==> src/rtl/sram_arb_pkg.sv <==
// Shared widths and FSM state type for the two-port SRAM arbiter.
package sram_arb_pkg;

  localparam int unsigned ADR  = 8;
  localparam int unsigned DATA = 8;
  localparam int unsigned NREQ = 2;

  typedef enum logic {
    IDLE  = 1'b0,
    ISSUE = 1'b1
  } state_t;

endpackage

==> src/rtl/sram_arb_rr.sv <==
// Round-robin pick between two requesters: eligible mask + last winner -> one-hot grant.
module sram_arb_rr
  import sram_arb_pkg::*;
(
  input  logic [NREQ-1:0] eligible,
  input  logic            last,
  output logic [NREQ-1:0] grant_c
);

  // A lone eligible requester wins outright; on contention the one not granted last wins.
  always_comb begin
    grant_c = eligible;
    if (&eligible) begin
      grant_c = last ? 2'b01 : 2'b10;
    end
  end

endmodule

==> src/rtl/sram_arbiter.sv <==
// Two-requester SRAM arbiter: one command per ISSUE cycle, round-robin on contention,
// read data returned two cycles after the grant.
module sram_arbiter #(
  parameter int unsigned ADR  = sram_arb_pkg::ADR,
  parameter int unsigned DATA = sram_arb_pkg::DATA
) (
  input  logic                               CLK,
  input  logic                               RST,
  input  logic [sram_arb_pkg::NREQ-1:0]      req,
  input  logic [sram_arb_pkg::NREQ-1:0]      we,
  input  logic [sram_arb_pkg::NREQ*ADR-1:0]  addr,
  input  logic [sram_arb_pkg::NREQ*DATA-1:0] wdata,
  output logic [sram_arb_pkg::NREQ-1:0]      gnt,
  output logic [sram_arb_pkg::NREQ-1:0]      rvalid,
  output logic [DATA-1:0]                    rdata,
  output logic                               mem_cs,
  output logic                               mem_we,
  output logic                               mem_rd,
  output logic [ADR-1:0]                     mem_addr,
  output logic [DATA-1:0]                    mem_din,
  input  logic [DATA-1:0]                    mem_dout,
  output logic                               busy
);

  import sram_arb_pkg::*;

  state_t            state, state_nx;
  logic              last, last_nx;
  logic [NREQ-1:0]   eligible, pick_c;
  logic [NREQ-1:0]   gnt_nx, rvalid_nx;
  logic [NREQ-1:0]   rd_pend, rd_pend_nx;
  logic [DATA-1:0]   rdata_nx, din_nx;
  logic [ADR-1:0]    addr_nx;
  logic              cs_nx, we_nx, rd_nx, busy_nx;
  logic              k;

  // The requester on the bus this cycle still holds req for the same command.
  assign eligible = req & ~((state == ISSUE) ? gnt : '0);

  sram_arb_rr u_rr (
    .eligible (eligible),
    .last     (last),
    .grant_c  (pick_c)
  );

  always_comb begin
    state_nx   = IDLE;
    gnt_nx     = '0;
    cs_nx      = 1'b0;
    we_nx      = 1'b0;
    rd_nx      = 1'b0;
    addr_nx    = mem_addr;
    din_nx     = mem_din;
    last_nx    = last;
    k          = pick_c[1];
    // rd_pend marks the requester whose read was on the bus last cycle.
    rd_pend_nx = (mem_cs && mem_rd) ? gnt : '0;
    rvalid_nx  = rd_pend;
    rdata_nx   = (|rd_pend) ? mem_dout : rdata;
    if (|pick_c) begin
      state_nx = ISSUE;
      gnt_nx   = pick_c;
      cs_nx    = 1'b1;
      we_nx    = we[k];
      rd_nx    = ~we[k];
      addr_nx  = k ? addr[ADR +: ADR] : addr[0 +: ADR];
      din_nx   = k ? wdata[DATA +: DATA] : wdata[0 +: DATA];
      last_nx  = k;
    end
    busy_nx = (state_nx == ISSUE) | (|rd_pend_nx);
  end

  always_ff @(posedge CLK) begin
    if (RST) begin
      state    <= IDLE;
      last     <= 1'b1;
      gnt      <= '0;
      rvalid   <= '0;
      rdata    <= '0;
      rd_pend  <= '0;
      mem_cs   <= 1'b0;
      mem_we   <= 1'b0;
      mem_rd   <= 1'b0;
      mem_addr <= '0;
      mem_din  <= '0;
      busy     <= 1'b0;
    end else begin
      state    <= state_nx;
      last     <= last_nx;
      gnt      <= gnt_nx;
      rvalid   <= rvalid_nx;
      rdata    <= rdata_nx;
      rd_pend  <= rd_pend_nx;
      mem_cs   <= cs_nx;
      mem_we   <= we_nx;
      mem_rd   <= rd_nx;
      mem_addr <= addr_nx;
      mem_din  <= din_nx;
      busy     <= busy_nx;
    end
  end

endmodule
==> config.mk <==
export PLATFORM = sky130hd
export DESIGN_NAME = sram_arbiter
export DESIGN_NICKNAME = d
export VERILOG_FILES = /design/src/rtl/sram_arb_pkg.sv /design/src/rtl/sram_arb_rr.sv /design/src/rtl/sram_arbiter.sv
export SDC_FILE = /design/constraint.sdc
export NUM_CORES = 1
export LEC_CHECK = 0
export BUFFER_PORTS_ARGS = -buffer_cell sky130_fd_sc_hd__buf_2
export CORE_MARGIN = 2
export CORE_UTILIZATION = 48
export CTS_BUF_LIST = sky130_fd_sc_hd__clkbuf_16
export DETAILED_ROUTE_END_ITERATION = 8
export GPL_TIMING_DRIVEN = 0
export PLACE_DENSITY = 0.93
export SLEW_MARGIN = 20
export SYNTH_ARGS = -nofsm -noshare
export SYNTH_HDL_FRONTEND = slang
export SYNTH_SLANG_ARGS = --single-unit
==> constraint.sdc <==
create_clock -name CLK -period 3.3 [get_ports CLK]
set_clock_uncertainty 0.05 [all_clocks]
set_input_delay 0.165 -clock CLK [delete_from_list [all_inputs] [get_ports CLK]]
set_output_delay 0.165 -clock CLK [all_outputs]
set_load 0.01 [all_outputs]
==> results.cfg, run 1 <==
[worst_setup_path]
cp-start-kind = register
slowest_delay_ns = 0.52
slowest_stage = dfxtp_1
critPathKind = register to register
critPathMostFrequentCell = buf_4
cp.required_ns = 3.37
crit_path_max_fanout = 10
arrival_ns = 1.68
cp_cell_sequence = nand2_2 > a31o_1 > buf_4 > buf_4 > nand2_1 > a211oi_2
crit_path_end_kind = register

[timing]
maxSlewViolCount = 0
hold_viol = 0
fmax_mhz = 621
setup_viol = 0
setup_tns_ns = 0
worst_pin_slew_ns = 0.700
rsz0062_at_grt = no
period_needed_ns = 1.61
setup_ws_ns = 1.69
relSlewSlack = 0.534
fin_crit_sh = 0.488

[global_route]
antenna_found_initial = 0
grt_overflow_total = 0
grt_pass1_wl_um = 5640
grt_pass1_vias = 1284
gr-usage-all-layers = 0.210
grt_start_max_net_pins = 13

[cts]
clock-sinks = 35
clkTransAtPathRegs_ns = 0.05
cts_buffers = 5
cts-resized-gates = 0
cts_max_level = 2
cts_setup_buffers = 0
cts_root_buf = clkbuf_16
clock_latency_ns = 0.27
max-clock-path-buffers = 2
cts_tree = done
ctsHoldBuffers = 0

[synthesis]
synth.top_cell.area_share = 0.466
synth_most_common_cell = dfxtp_1
synth.largest_area_cell = dfxtp_1
synthCells = 161
synth_area_per_cell_um2 = 9.34
synth_edf_count = 0
yosysWarnings = 0
synth_area_leaders = dfxtp_1 (47%), a211oi_2 (8.3%), nand2_1 (6.5%)
synth_cell_types = 29
synth_seq_area_share = 0.466
syn-num-nets = 207
ys_ff_latch = 35
synthesis.area_mm2 = 0.00150
ys_async_sr_fraction = 0
ys_top_cells_by_count = dfxtp_1 (35), nand2_1 (26), nor2_1 (21)
synth-main-ff-cell = dfxtp_1

[routing]
drc_errors = 0
drtIter0Drc = 45
dr.pass1.iters = 4
via_per_inst = 5.00
vias = 1451
wirelength_um = 3530
post_drt_wl_per_cell_um = 12.2
antenna_left = 0

[layout]
design_area_mm2 = 0.00211
layout-drive-gt1-share = 0.476
nets = 291
area_delta_synth_final_pct = 40.5
final_cell_count_no_fill = 290
antenna_cells = 0
fin_util = 0.698

[outcome]
status = finished clean

[placement]
dp_hpwl_um = 2590
gp_congestion = 0.743
dpl_cell_area_mm2 = 0.00194
io_buffers = 77
dp_cells = 282
dp_slack_ns = 1.70

[floorplanning]
core_area_mm2 = 0.00303
die_area_mm2 = 0.00360
die_height_um = 60.0
row_count = 20
ios = 78
start_util = 0.497
die_x_um = 60.0

[power]
combPwrFrac = 0.159
swShare = 0.243
internal-power_mw = 0.895
p_switching_mw = 0.287
power-per-cell-area_mw_per_mm2 = 559
leakagePower_nw = 0.982
seq_power_share = 0.398
ir_worst_vdd_uv = 321
p_clk_frac = 0.443

[run]
cap_violations = 0

[worst_hold_path]
worstHoldPathType = input pin to register
through the flow:
| stage | power [mW] | hold WS [ns] |
|---|---|---|
| final | 1.18 | 0.0874 |
| after global routing | 1.23 | 0.0931 |
| after CTS | 1.19 | 0.0862 |
| after detailed placement | 0.667 | 0.370 |
| after global placement | 0.662 | 0.366 |
| after floorplan | 0.592 | 0.183 |
state kept, by name, indices dropped and copies added, names as in the netlist, 2 cells and up:
name      flops
rdata         8
rd_pend       2
mem_din       8
gnt           2
rvalid        2
mem_addr      8
cell usage in the layout, fill, tap and decap left out, types with 5 or more instances in the layout:
cell / n
clkbuf_16: 5
buf_2: 78
a211oi_1: 6
o21ai_0: 8
a21oi_2: 10
a21oi_1: 15
clkbuf_1: 5
nand2_1: 26
a211oi_2: 10
dfxtp_1: 35
nor2_1: 21
final cells by class:
class                           count  area (um2)
Inverter                            1        3.75
Clock buffer                        5         125
Fill cell                         251         915
Timing Repair Buffer               77         385
Multi-Input combinational cell    114         718
Sequential cell                    35         701
Buffer                             11        81.3
Clock inverter                      3        43.8
Tap cell                           44        55.1
critical path: cells and delay by family (launching register included):
kind	cells	cell delay [ns]
compound gates	2	0.31
buf+inv	2	0.34
flops	1	0.52
simple gates	2	0.24
power groups by stage:
| stage | registers [mW] | logic [mW] | clock network [mW] |
|---|---|---|---|
| 6_report | 0.471 | 0.188 | 0.523 |
| 2_1_floorplan | 0.490 | 0.102 | 0 |
| 3_3_place_gp | 0.478 | 0.184 | 0 |
| 4_1_cts | 0.471 | 0.189 | 0.528 |
| 3_5_place_dp | 0.479 | 0.188 | 0 |
| 5_1_grt | 0.473 | 0.207 | 0.552 |
cells by family after synthesis:
group / Yosys count / synth area share
compound gates: 56 / 0.310
simple gates: 57 / 0.161
flops: 35 / 0.466
mux: 1 / 0.00666
buf+inv: 12 / 0.0566
routing by layer:
| layer | GRT usage | vias to the layer above | wire, um |
|---|---|---|---|
| li1 | - | 729 | - |
| met1 | 0.258 | 668 | 1520 |
| met2 | 0.349 | 52 | 1790 |
| met3 | 0.0541 | 2 | 187 |
| met4 | 0.0825 | 0 | 27 |
| met5 | 0 | - | 0 |
final timing paths:
| check | endpoint | cells after the start | start | slack (ns) |
|---|---|---|---|---|
| max | mem_addr[5]$_SDFFE_PP0P_ | 6 | state$_SDFF_PP0_ | 1.69 |
| min | mem_addr[2]$_SDFFE_PP0P_ | 3 | addr[2] | 0.09 |
| max reg2reg | mem_addr[5]$_SDFFE_PP0P_ | 6 | state$_SDFF_PP0_ | 1.69 |
| min reg2reg | rdata[7]$_SDFFE_PP0P_ | 2 | rdata[7]$_SDFFE_PP0P_ | 0.40 |
Power figures use the tool's default switching activity.
==> run 2, diff against run 1 <==
--- a/config.mk
+++ b/config.mk
@@ -7,11 +7,11 @@
 export LEC_CHECK = 0
 export BUFFER_PORTS_ARGS = -buffer_cell sky130_fd_sc_hd__buf_2
 export CORE_MARGIN = 2
-export CORE_UTILIZATION = 48
+export CORE_UTILIZATION = 40
 export CTS_BUF_LIST = sky130_fd_sc_hd__clkbuf_16
 export DETAILED_ROUTE_END_ITERATION = 8
 export GPL_TIMING_DRIVEN = 0
-export PLACE_DENSITY = 0.93
+export PLACE_DENSITY = 0.84
 export SLEW_MARGIN = 20
 export SYNTH_ARGS = -nofsm -noshare
 export SYNTH_HDL_FRONTEND = slang
==> constraint.sdc (replaced) <==
create_clock -name CLK -period 1.38 [get_ports CLK]
set_clock_uncertainty 0.05 [all_clocks]
set_input_delay 0.069 -clock CLK [delete_from_list [all_inputs] [get_ports CLK]]
set_output_delay 0.069 -clock CLK [all_outputs]
set_load 0.01 [all_outputs]
==> run 2 against run 1 <==
Net effect: flip-flop and latch count is the same; combinational power grew to 3.5 times the previous value; register-to-register slack lost 1.7 ns; worst hold slack lost 0.081 ns; via count grew 6.5%; critical path depth is the same; the flow now finishes with violations (setup timing).
==> results.cfg, run 2 (same netlist as run 1, synthesis figures left out) <==
[timing]
setup_ws_ns = -0.0392
fmax_mhz = 705
hold_viol = 0
whs_ns = 0.00644
rsz0062_at_grt = yes
setup_viol = 17
relSlewSlack = 0.506
period_needed_ns = 1.42
worst_pin_slew_ns = 0.742
maxSlewViolCount = 0
fin_crit_sh = 1.03

[placement]
gp_congestion = 0.722
dp_slack_ns = -0.124
dp_hpwl_um = 2640
dpl_cell_area_mm2 = 0.00197
io_buffers = 77

[floorplanning]
die_x_um = 65.3
ios = 78
die_height_um = 65.3
start_util = 0.414
core_area_mm2 = 0.00363
row_count = 22
die_area_mm2 = 0.00427

[routing]
via_per_inst = 4.94
vias = 1545
dr.pass1.iters = 4
drtIter0Drc = 41
drc_errors = 0
post_drt_wl_per_cell_um = 13.8
antenna_left = 0
wirelength_um = 4300

[worst_setup_path]
startpoint = state$_SDFF_PP0_
rrSetupSlack_ns = -0.04
ff2ff_path_depth = 6
cp-start-kind = register
crit_path_end_kind = register
r2r_end = mem_addr[3]$_SDFFE_PP0P_
crit_path_max_fanout = 7
critPathKind = register to register
cp.required_ns = 1.46
r2r-start = state$_SDFF_PP0_
arrival_ns = 1.50

[layout]
final_common_cell = buf_2
final_cell_mix = buf_2 (77), dfxtp_1 (32), nor2_1 (20)
area_delta_synth_final_pct = 66.8
nets = 310
design_area_mm2 = 0.00251
top_regs = mem_addr (8), mem_din (8), rdata (8)
fin_util = 0.690
layout-drive-gt1-share = 0.577
antenna_cells = 0

[cts]
cts_max_level = 2
cts_tree = done
max-clock-path-buffers = 2
cts_root_buf = clkbuf_16
clock-sinks = 35
cts_buffers = 5
clkTransAtPathRegs_ns = 0.05
clock_latency_ns = 0.28

[global_route]
grt_overflow_total = 0
grt_pass1_vias = 1504
grt_pass1_wl_um = 7040
grt_start_max_net_pins = 13
gr-usage-all-layers = 0.216
antenna_found_initial = 0

[outcome]
status = finished, violations left
violations = setup timing

[worst_hold_path]
holdPathStages = 3
hold_end = rdata[0]$_SDFFE_PP0P_
hold_path_startpoint = mem_dout[0]
worstHoldPathType = input pin to register

[power]
leakagePower_nw = 1.14
finalPower_mw = 2.86
power-per-cell-area_mw_per_mm2 = 1140
ir_worst_vdd_uv = 920

[run]
cap_violations = 0
==> run 2: cell count changes in the layout (fill, tap and decap cells not counted), sizes merged <==
cell / before / now
buf: 83 / 95
dlygate4sd3: 0 / 7
bufinv: 1 / 0
clkinv: 2 / 1
clkinvlp: 0 / 1
inv: 1 / 2
==> run 2: worst max-delay path by stage <==
| stage | endpoint | cells past startpoint |
|---|---|---|
| 2_1_floorplan | mem_addr[5]$_SDFFE_PP0P_ | 5 |
| 4_1_cts | mem_addr[4]$_SDFFE_PP0P_ | 6 |
| 6_report | mem_addr[3]$_SDFFE_PP0P_ | 6 |
| 5_1_grt | mem_addr[3]$_SDFFE_PP0P_ | 6 |
| 3_5_place_dp | mem_addr[5]$_SDFFE_PP0P_ | 5 |
| 3_3_place_gp | mem_din[4]$_SDFFE_PP0P_ | 5 |
==> run 2: final cells by class <==
cell class,count,area [um2]
repair buffers,96,634
inverters,1,3.75
plain buffers,11,108
fillers,307,1120
flip-flops and latches,35,709
well taps,48,60.1
multi-input cells,114,850
clock buffers,5,125
clock inverters,3,18.8
==> run 2: metal layers <==
metal / vias up / GRT usage / share of wire
met1: 714 / 0.277 / 0.43
met5: - / 0 / 0
met4: 0 / 0.0781 / 0.0098
met2: 57 / 0.360 / 0.50
li1: 769 / - / -
met3: 5 / 0.0445 / 0.055
==> run 2: report_power, final <==
part	leakage, nW	internal, mW	switching (mW)
Clock	0.0701	0.665	0.422
Combinational	0.783	0.341	0.309
Sequential	0.290	1.08	0.0422
==> run 2: stage by stage <==
step,setup TNS [ns],cells
after floorplan,0,161
after global placement,-0.975,286
after detailed placement,-1.03,286
after CTS,-0.0703,313
after global routing,-1.11,313
final,-0.336,313
==> run 2: critical path, stage by stage (launching register included) <==
cell and delay [ns]:
dfxtp_4 0.36, a21bo_4 0.23, a31o_1 0.21, buf_6 0.15, buf_12 0.14, nand2_1 0.07
a211oi_1 0.07
==> run 2: repair_timing <==
item                                    4_1_cts  5_1_grt
hold endpoints to repair                      7        0
gates cloned                                  2        0
pin swaps                                    23        9
gates resized for setup                      26       15
setup buffers                                10        0
hold buffers                                  7        0
endpoints found under the setup margin       15       26
==> run 3, diff against run 2 <==
--- a/config.mk
+++ b/config.mk
@@ -6,13 +6,13 @@
 export NUM_CORES = 1
 export LEC_CHECK = 0
 export BUFFER_PORTS_ARGS = -buffer_cell sky130_fd_sc_hd__buf_2
-export CORE_MARGIN = 2
-export CORE_UTILIZATION = 40
+export CORE_UTILIZATION = 39
 export CTS_BUF_LIST = sky130_fd_sc_hd__clkbuf_16
 export DETAILED_ROUTE_END_ITERATION = 8
 export GPL_TIMING_DRIVEN = 0
-export PLACE_DENSITY = 0.84
+export PLACE_DENSITY = 0.83
 export SLEW_MARGIN = 20
 export SYNTH_ARGS = -nofsm -noshare
 export SYNTH_HDL_FRONTEND = slang
+export SYNTH_HIERARCHICAL = 1
 export SYNTH_SLANG_ARGS = --single-unit
==> run 3 against run 2 <==
Net effect: the run still ends with setup timing left; largest cell class unchanged; fmax is 5.2% lower; worst hold slack worse by 0.00080 ns; synthesized cell count is 13% lower; flip-flop and latch count stayed put; core utilization is 3.1 points lower; register-to-register slack worse by 0.08 ns; combinational power is 25% lower; clock-buffer cell count stayed put; area after synthesis is 4.2% lower; non-clock buffer count is 6 lower.
==> results.cfg, run 3 <==
[outcome]
status = finished, violations left
violations = setup timing

[floorplanning]
die_area_mm2 = 0.00394
die_height_um = 62.8
die_x_um = 62.8
core_area_mm2 = 0.00344
ios = 78
row_count = 21
start_util = 0.418

[layout]
final_common_cell = buf_2
top_regs = mem_addr (8), mem_din (8), rdata (8)
area_delta_synth_final_pct = 57.5
final_cell_mix = buf_2 (80), dfxtp_1 (32), nor2b_1 (20)
antenna_cells = 0
final_cell_count_no_fill = 285
fin_util = 0.659
layout-drive-gt1-share = 0.515
multi_input_area_um2 = 749
nets = 284
fillCellCount = 291
regArea_um2 = 704

[worst_hold_path]
hold_end = mem_we$_SDFF_PP0_
holdPathStages = 3
worstHoldPathType = input pin to register
hold_path_startpoint = we[0]

[synthesis]
synthesis.area_mm2 = 0.00144
synth.largest_area_cell = dfxtp_1
syn-num-nets = 186
synth_seq_area_share = 0.487
ys_ff_latch = 35
ys_top_cells_by_count = dfxtp_1 (35), nor2b_1 (20), mux2i_1 (17)
synth_edf_count = 0
ys_async_sr_fraction = 0
synthCells = 140
synth_area_leaders = dfxtp_1 (49%), mux2i_1 (12%), nor2b_1 (8.7%)
yosysWarnings = 6
synth_cell_types = 21
synth_area_per_cell_um2 = 10.3
synth_most_common_cell = dfxtp_1
synth.top_cell.area_share = 0.487
synth-main-ff-cell = dfxtp_1

[routing]
drc_errors = 0
vias = 1360
wirelength_um = 3750
via_per_inst = 4.77
drtIter0Drc = 41
post_drt_wl_per_cell_um = 13.1
dr.pass1.iters = 6
antenna_left = 0

[worst_setup_path]
critical_path_buf_inv_count = 2
cp-start-kind = register
r2r_end = mem_addr[7]$_SDFFE_PP0P_
ff2ff_path_depth = 6
slowest_stage = dfxtp_2
r2r-start = state$_SDFF_PP0_
crit_path_end_kind = register
cp.required_ns = 1.46
cp_cell_sequence = a21boi_2 > a21boi_4 > buf_6 > buf_4 > mux2i_4 > a211oi_2
critPathKind = register to register
crit_family = compound AO/OA/AOI/OAI gates
slowest_delay_ns = 0.34
crit_path_max_fanout = 6
rrSetupSlack_ns = -0.12
arrival_ns = 1.58

[placement]
dp_slack_ns = -0.211
dp_cells = 263
gp_congestion = 0.738
io_buffers = 77
dp_hpwl_um = 2430

[run]
cap_violations = 0

[timing]
fin_crit_sh = 1.08
period_needed_ns = 1.50
relSlewSlack = 0.621
maxSlewViolCount = 0
fmax_mhz = 668
rsz0062_at_grt = yes
worst_pin_slew_ns = 0.569
setup_ws_ns = -0.117
setup_viol = 18
hold_viol = 0

[cts]
max-clock-path-buffers = 2
cts_root_buf = clkbuf_16
cts_max_level = 2
clkTransAtPathRegs_ns = 0.05
clock_latency_ns = 0.27
cts_tree = done
clock-sinks = 35
cts_buffers = 5

[global_route]
grt_overflow_total = 0
grt_pass1_wl_um = 6090
grt_start_max_net_pins = 11
grt_pass1_vias = 1351
gr-usage-all-layers = 0.203
antenna_found_initial = 0

[power]
power-per-cell-area_mw_per_mm2 = 1160
ir_worst_vdd_uv = 651
swShare = 0.239
p_switching_mw = 0.629
seq_power_share = 0.426
leakagePower_nw = 1.07
internal-power_mw = 2.00
p_clk_frac = 0.387
combPwrFrac = 0.187
-- run 3: per-layer routing --
metal,track usage,wire (um),vias up
met5,0,0,-
met4,0.0814,52,0
met3,0.0620,158,4
met2,0.352,1860,50
met1,0.229,1680,618
li1,-,-,688
-- run 3: logic make-up (layout without fill, tap and decap cells) --
group                  count (synthesis)  after routing  share of synthesized area
flip-flops                            35             35                      0.487
buffers and inverters                 14            113                     0.0625
AND/OR/NAND/NOR                       35             35                      0.159
multiplexers                          17             17                      0.118
AO/OA/AOI/OAI                         39             39                      0.174
-- run 3: cell type report --
class / instances / area share
clock inverters: 3 / 0.00552
clock buffers: 5 / 0.0552
flip-flops and latches: 35 / 0.311
repair buffers: 91 / 0.226
plain buffers: 10 / 0.0397
well taps: 46 / 0.0254
inverters: 4 / 0.00772
multi-input cells: 91 / 0.330
-- run 3: worst max path at each step --
stage          depth (start not counted)  slack (ns)         startpoint                  endpoint
2_1_floorplan                          6       -0.01   state$_SDFF_PP0_   mem_din[0]$_SDFFE_PP0P_
6_report                               6       -0.12   state$_SDFF_PP0_  mem_addr[7]$_SDFFE_PP0P_
3_5_place_dp                           6       -0.21  gnt[1]$_SDFF_PP0_  mem_addr[6]$_SDFFE_PP0P_
4_1_cts                                6       -0.06  gnt[0]$_SDFF_PP0_   mem_din[3]$_SDFFE_PP0P_
5_1_grt                                6       -0.17   state$_SDFF_PP0_   mem_din[4]$_SDFFE_PP0P_
3_3_place_gp                           6       -0.13  gnt[1]$_SDFF_PP0_   mem_din[5]$_SDFFE_PP0P_
-- run 3: repair_timing --
action,4_1_cts,5_1_grt
hold buffers,1,0
gates cloned,1,1
hold endpoints to repair,2,0
buffers inserted,11,0
resized for setup,9,16
endpoints found under the setup margin,14,22
pin swaps,3,3
-- run 3: metrics by stage --
step / setup TNS, ns / hold slack [ns] / area [um2] / power [mW]
floorplan: -0.0920 / 0.0906 / 1460 / 1.35
global placement: -1.10 / 0.262 / 1900 / 1.50
detailed placement: -1.54 / 0.266 / 1900 / 1.51
CTS: -0.468 / 0.000299 / 2170 / 2.60
global route: -2.47 / 0.0284 / 2270 / 2.77
finish: -1.05 / 0.00563 / 2270 / 2.63
-- run 3: power groups by stage --
stage / clock network, mW / logic, mW / registers, mW
6_report: 1.02 / 0.491 / 1.12
5_1_grt: 1.11 / 0.528 / 1.13
4_1_cts: 1.05 / 0.434 / 1.11
3_5_place_dp: 0 / 0.375 / 1.13
3_3_place_gp: 0 / 0.368 / 1.13
2_1_floorplan: 0 / 0.186 / 1.16
-- run 3: worst reg2reg max path: cells and delay by family (launching register included) --
kind	cells	cell delay [ns]
multiplexers	1	0.23
flip-flops	1	0.34
buffers and inverters	2	0.29
AO/OA/AOI/OAI	3	0.45
